===== src/rtl/instruction_loader.sv =====
// instruction_loader
// Boot-time writer for a per-core instruction memory. Consumes a byte stream
// of the form: header N, 4*N big-endian data bytes, XOR checksum byte. Each
// assembled word is written through a synchronous memory write port. The
// attached core is held in stall for the whole session.
//
// Ports:
//   Clk          clock, all state changes on the rising edge
//   Rst_n        asynchronous active-low reset
//   Start        one-cycle pulse opening a session (only from IDLE/DONE/ERR)
//   RxData       stream byte
//   RxValid      stream byte valid
//   RxReady      loader accepts a byte this cycle
//   WrEn         one-cycle instruction memory write strobe
//   WrAddr       word address of the write
//   WrData       word being written
//   Busy         session in progress
//   CoreHold     stall for the fetch stage (same as Busy)
//   Done         sticky: last session completed with a good checksum
//   Error        sticky: last session failed
//   WordsLoaded  words written in the current or last session
module instruction_loader #(
  parameter int DEPTH_WORDS = 128,
  parameter int ADDR_W      = 7
) (
  input  logic              Clk,
  input  logic              Rst_n,
  input  logic              Start,
  input  logic [7:0]        RxData,
  input  logic              RxValid,
  output logic              RxReady,
  output logic              WrEn,
  output logic [ADDR_W-1:0] WrAddr,
  output logic [31:0]       WrData,
  output logic              Busy,
  output logic              CoreHold,
  output logic              Done,
  output logic              Error,
  output logic [ADDR_W:0]   WordsLoaded
);

  typedef enum logic [2:0] {
    S_IDLE, S_HDR, S_BYTE, S_WRITE, S_CHK, S_DONE, S_ERR
  } state_t;

  state_t            r_state;
  state_t            w_state_next;
  logic              w_rx_ready;
  logic              w_wr_en;
  logic              w_busy;
  logic              w_take;
  logic              w_start_ok;
  logic              w_hdr_bad;
  logic              w_last_word;
  logic [31:0]       w_hdr_ext;
  logic [ADDR_W:0]   w_loaded_inc;

  logic [ADDR_W:0]   r_n;
  logic [31:0]       r_word;
  logic [7:0]        r_csum;
  logic [1:0]        r_byte_cnt;
  logic [ADDR_W:0]   r_words_loaded;
  logic              r_done;
  logic              r_error;

  assign w_hdr_ext    = {24'd0, RxData};
  assign w_hdr_bad    = (RxData == 8'd0) || (w_hdr_ext > DEPTH_WORDS);
  assign w_loaded_inc = r_words_loaded + {{ADDR_W{1'b0}}, 1'b1};
  assign w_last_word  = (w_loaded_inc == r_n);
  assign w_take       = RxValid && w_rx_ready;
  assign w_start_ok   = Start && ((r_state == S_IDLE) || (r_state == S_DONE) ||
                                  (r_state == S_ERR));

  always_ff @(posedge Clk or negedge Rst_n) begin
    if (!Rst_n) r_state <= S_IDLE;
    else        r_state <= w_state_next;
  end

  always_comb begin
    w_state_next = r_state;
    w_rx_ready   = 1'b0;
    w_wr_en      = 1'b0;
    w_busy       = 1'b0;
    case (r_state)
      S_IDLE, S_DONE, S_ERR: begin
        if (Start) w_state_next = S_HDR;
      end
      S_HDR: begin
        w_rx_ready = 1'b1;
        w_busy     = 1'b1;
        if (RxValid) w_state_next = w_hdr_bad ? S_ERR : S_BYTE;
      end
      S_BYTE: begin
        w_rx_ready = 1'b1;
        w_busy     = 1'b1;
        if (RxValid && (r_byte_cnt == 2'd3)) w_state_next = S_WRITE;
      end
      S_WRITE: begin
        w_wr_en      = 1'b1;
        w_busy       = 1'b1;
        w_state_next = w_last_word ? S_CHK : S_BYTE;
      end
      S_CHK: begin
        w_rx_ready = 1'b1;
        w_busy     = 1'b1;
        if (RxValid) w_state_next = (RxData == r_csum) ? S_DONE : S_ERR;
      end
      default: w_state_next = S_IDLE;
    endcase
  end

  always_ff @(posedge Clk or negedge Rst_n) begin
    if (!Rst_n) begin
      r_n            <= '0;
      r_word         <= '0;
      r_csum         <= '0;
      r_byte_cnt     <= '0;
      r_words_loaded <= '0;
      r_done         <= 1'b0;
      r_error        <= 1'b0;
    end else begin
      if (w_start_ok) begin
        r_csum         <= '0;
        r_byte_cnt     <= '0;
        r_words_loaded <= '0;
        r_done         <= 1'b0;
        r_error        <= 1'b0;
      end
      if (w_take) begin
        case (r_state)
          S_HDR: begin
            if (w_hdr_bad) r_error <= 1'b1;
            else           r_n     <= w_hdr_ext[ADDR_W:0];
          end
          S_BYTE: begin
            // first byte of a word ends up in [31:24] after four shifts
            r_word     <= {r_word[23:0], RxData};
            r_csum     <= r_csum ^ RxData;
            r_byte_cnt <= r_byte_cnt + 2'd1;
          end
          S_CHK: begin
            if (RxData == r_csum) r_done  <= 1'b1;
            else                  r_error <= 1'b1;
          end
          default: ;
        endcase
      end
      if (r_state == S_WRITE) r_words_loaded <= w_loaded_inc;
    end
  end

  // The write index equals the count of words already written.
  assign WrAddr      = r_words_loaded[ADDR_W-1:0];
  assign WrData      = r_word;
  assign WrEn        = w_wr_en;
  assign RxReady     = w_rx_ready;
  assign Busy        = w_busy;
  assign CoreHold    = w_busy;
  assign Done        = r_done;
  assign Error       = r_error;
  assign WordsLoaded = r_words_loaded;

endmodule


===== config.mk =====
export PLATFORM = sky130hd
export DESIGN_NAME = instruction_loader
export DESIGN_NICKNAME = d
export VERILOG_FILES = /design/src/rtl/instruction_loader.sv
export SDC_FILE = /design/constraint.sdc
export NUM_CORES = 1
export LEC_CHECK = 0
export CORE_ASPECT_RATIO = 0.8
export CORE_UTILIZATION = 47
export CTS_CLUSTER_DIAMETER = 120
export DETAILED_ROUTE_END_ITERATION = 7
export PLACE_DENSITY = 0.74
export RECOVER_POWER = 100
export SETUP_SLACK_MARGIN = 0.4
export SLEW_MARGIN = 40
export SYNTH_ARGS = -nofsm -noshare
export SYNTH_HDL_FRONTEND = slang
export SYNTH_SLANG_ARGS = --single-unit

===== constraint.sdc =====
create_clock -name Clk -period 2.7 [get_ports Clk]
set_input_delay 0.54 -clock Clk [delete_from_list [all_inputs] [get_ports Clk]]
set_output_delay 0.54 -clock Clk [all_outputs]
set_load 0.005 [all_outputs]

==> impl_metrics.yaml <==
clock_network:
  clkSlewWorstSetupHoldPaths_ns: 0.07
  cts_buffers: 9
  cts_buffer_depth: 2
  root_buffer: "clkbuf_8"
  clock_latency_ns: 0.34
  htree_levels: 3
  cts_tree: "done"
  cts_sinks: 63
  postCtsHoldBufs: 0
floorplanning:
  core-area_mm2: 0.00638
  die_y_um: 74.4
  die_area_mm2: 0.00689
  initial_utilization_pct: 48.4
  die_width_um: 92.6
  placementRows: 26
  ios: 65
place:
  numPlacedInstances: 472
  place.gp.congestion: 0.824
  port-buffer-count: 64
  post-dp-hpwl_um: 4690
status:
  status: "complete, but fails checks"
  violations: "max-capacitance violations, max-slew violations"
timing:
  hold_viol_final: 0
  fin_tns_setup_ns: 0
  fmax_mhz: 418
  finalCritPeriodShare_pct: 88.7
  drv_slew: 64
  slew_headroom_pct: -3.37
  setup_viol: 0
  hold_ws_ns: 0.468
  worst_pin_slew_ns: 1.55
  rsz0062_at_grt: "false"
  fin_worst_skew_ns: 0.00699
  period_minus_slack_ns: 2.39
power:
  p_seq_share_pct: 37.0
  power_density_mw_per_mm2: 1090
  clock_power_share_pct: 20.3
  p_sw_mw: 1.61
  leakagePower_nw: 2.00
  peakVddDrop_mv: 0.572
  swShare_pct: 35.7
  internal-power_mw: 2.89
  p_comb_share_pct: 42.7
grt:
  grt_pass1_vias: 2298
  grt_max_degree: 64
  antenna_found_initial: 0
  grtUsageTotal_pct: 21.1
  grt_overflow_total: 0
  grt_pass1_wl_um: 11100
detailed_routing:
  initialDrtViolationCount: 109
  route.detailed.drc: 0
  drtAntennaViolNets: 0
  vias: 2555
  drtPass1Iterations: 4
  wl_per_cell_um: 13.8
  drt-total-wl_um: 6920
  drt-vias-per-instance: 5.11
logic_synthesis:
  synth_area_per_cell_um2: 9.15
  synth_top_cell_by_area: "dfrtp_1"
  syn_area_mm2: 0.00308
  yosysTopAreaCellShare_pct: 51.1
  ys_seq_elements: 63
  synthTopCellsByArea: "dfrtp_1, nand2_1, o21ai_0"
  synth-async-reset-ratio_pct: 100
  synth-edff-count: 0
  synth_warnings: 0
  ys_seq_area_share_pct: 51.1
  synth_cells: 337
  synth_flop_cell: "dfrtp_1"
  ys_types: 44
  syn_nets: 351
finish:
  diodes: 0
  fill_cells: 552
  final_cells: 500
  final_nets: 425
  area_growth_pct: 33.6
  drive_gt1_share_pct: 12.7
  postLayoutCoreUtil_pct: 64.6
critical_path:
  required_ns: 2.16
  criticalPathCategory: "flop to primary output"
  endpoint_kind: "primary output"
  r2r_setup_slack_ns: 0.54
  start_kind: "flop"
  path_max_fanout: 8
  cp.arrival_ns: 1.85
run:
  maxCapViolCount: 1
worst_hold_path:
  hold_path_class: "flop to flop"
==> routing by layer <==
layer,part of all wire (%),global-route usage (%)
met1,48,29.1
met2,46,33.7
met3,4.7,4.09
met4,1.2,7.81
met5,0,0
==> flip-flops by register name, indices dropped and copies added (netlist names) <==
name,cells
r_byte_cnt,2
Done,1
WordsLoaded,8
WrData,32
r_csum,8
r_state,3
r_n,8
Error,1
==> power groups by stage <==
stage	Combinational [mW]	Sequential, mW	Clock, mW
after detailed placement	1.87	1.71	0
after floorplan	1.06	1.63	0
after global placement	1.83	1.70	0
after global routing	2.15	1.73	0.965
after CTS	1.98	1.68	0.932
final	1.92	1.66	0.914
==> cell usage after synthesis (2+ instances only) <==
library cell and number:
a21oi_1 7, o31ai_1 3, mux2_1 3, ha_1 2
nor3_1 2, nor2_1 18, a21o_1 3, xnor2_1 14
buf_4 8, and2b_2 2, xor2_1 13, mux2_2 7
inv_1 4, nand2_1 106, and3_1 2, clkbuf_1 13
dfrtp_1 63, o22ai_1 2, o21ai_0 25, o211ai_1 3
nand3_1 5, nand4_1 4, nand2b_1 5, a31oi_1 3
==> worst max-delay path, cell delays in order (launching register included) <==
cell and delay, ns:
dfrtp_2 0.42, and2b_1 0.22, nand2_1 0.20, nand2_1 0.16
clkdlybuf4s50_1 0.52
==> layout make-up <==
cell class	instances	area, um^2	area share, %
Sequential cell	63	1580	38.3
Multi-Input combinational cell	247	1400	34.0
Timing Repair Buffer	85	792	19.2
Clock buffer	11	141	3.43
Tap cell	84	105	2.55
Clock inverter	5	81.3	1.97
Inverter	5	18.8	0.456
==> what timing repair did <==
action / CTS / global route
setup endpoints to repair: 7 / 8
gates cloned: 0 / 0
resized for setup: 15 / 5
pin swaps: 5 / 3
hold endpoints to repair: 0 / 0
buffers inserted: 7 / 5
==> cells in the final DEF, fill, tap and decap left out, types with 4 or more instances in the layout <==
cell type and count:
nand2_1 107, dfrtp_1 61, dlygate4sd3_1 50, o21ai_0 24, buf_4 19, nor2_1 18
xnor2_1 13, xor2_1 12, clkbuf_8 10, clkdlybuf4s50_1 8, mux2_2 7, a21oi_1 7
nand3_1 6, nand2b_1 5, inv_1 4, nand4_1 4, dlygate4sd2_1 4
==> cells by family (layout without fill, tap and decap cells) <==
group	after synthesis	after routing	share of synthesized area (%)
simple gates	156	156	22.0
mux	10	10	3.65
buf+inv	27	106	4.50
fa+ha+maj	2	2	0.812
xor+xnor	27	27	7.67
flops	63	63	51.1
compound gates	52	52	10.2
==> metrics by stage <==
step	area (um^2)	setup WS, ns	total power, mW
finish	4120	0.306	4.49
detailed placement	3790	0.0268	3.58
CTS	4100	0.380	4.59
global placement	3790	0.0880	3.53
global route	4120	0.211	4.85
floorplan	3080	0.614	2.69
==> final timing paths <==
kind,startpoint,end,depth (start not counted)
setup / recovery,r_state[2],Busy,4
hold / removal,WrData[27],WrData[27],2
setup reg to reg,WordsLoaded[0],r_state[2],6
hold reg to reg,WrData[27],WrData[27],2
max in group asynchronous,Rst_n,r_state[2],2
min in group asynchronous,Rst_n,WrData[26],2
Note: power is estimated with default switching activity, not from simulation.
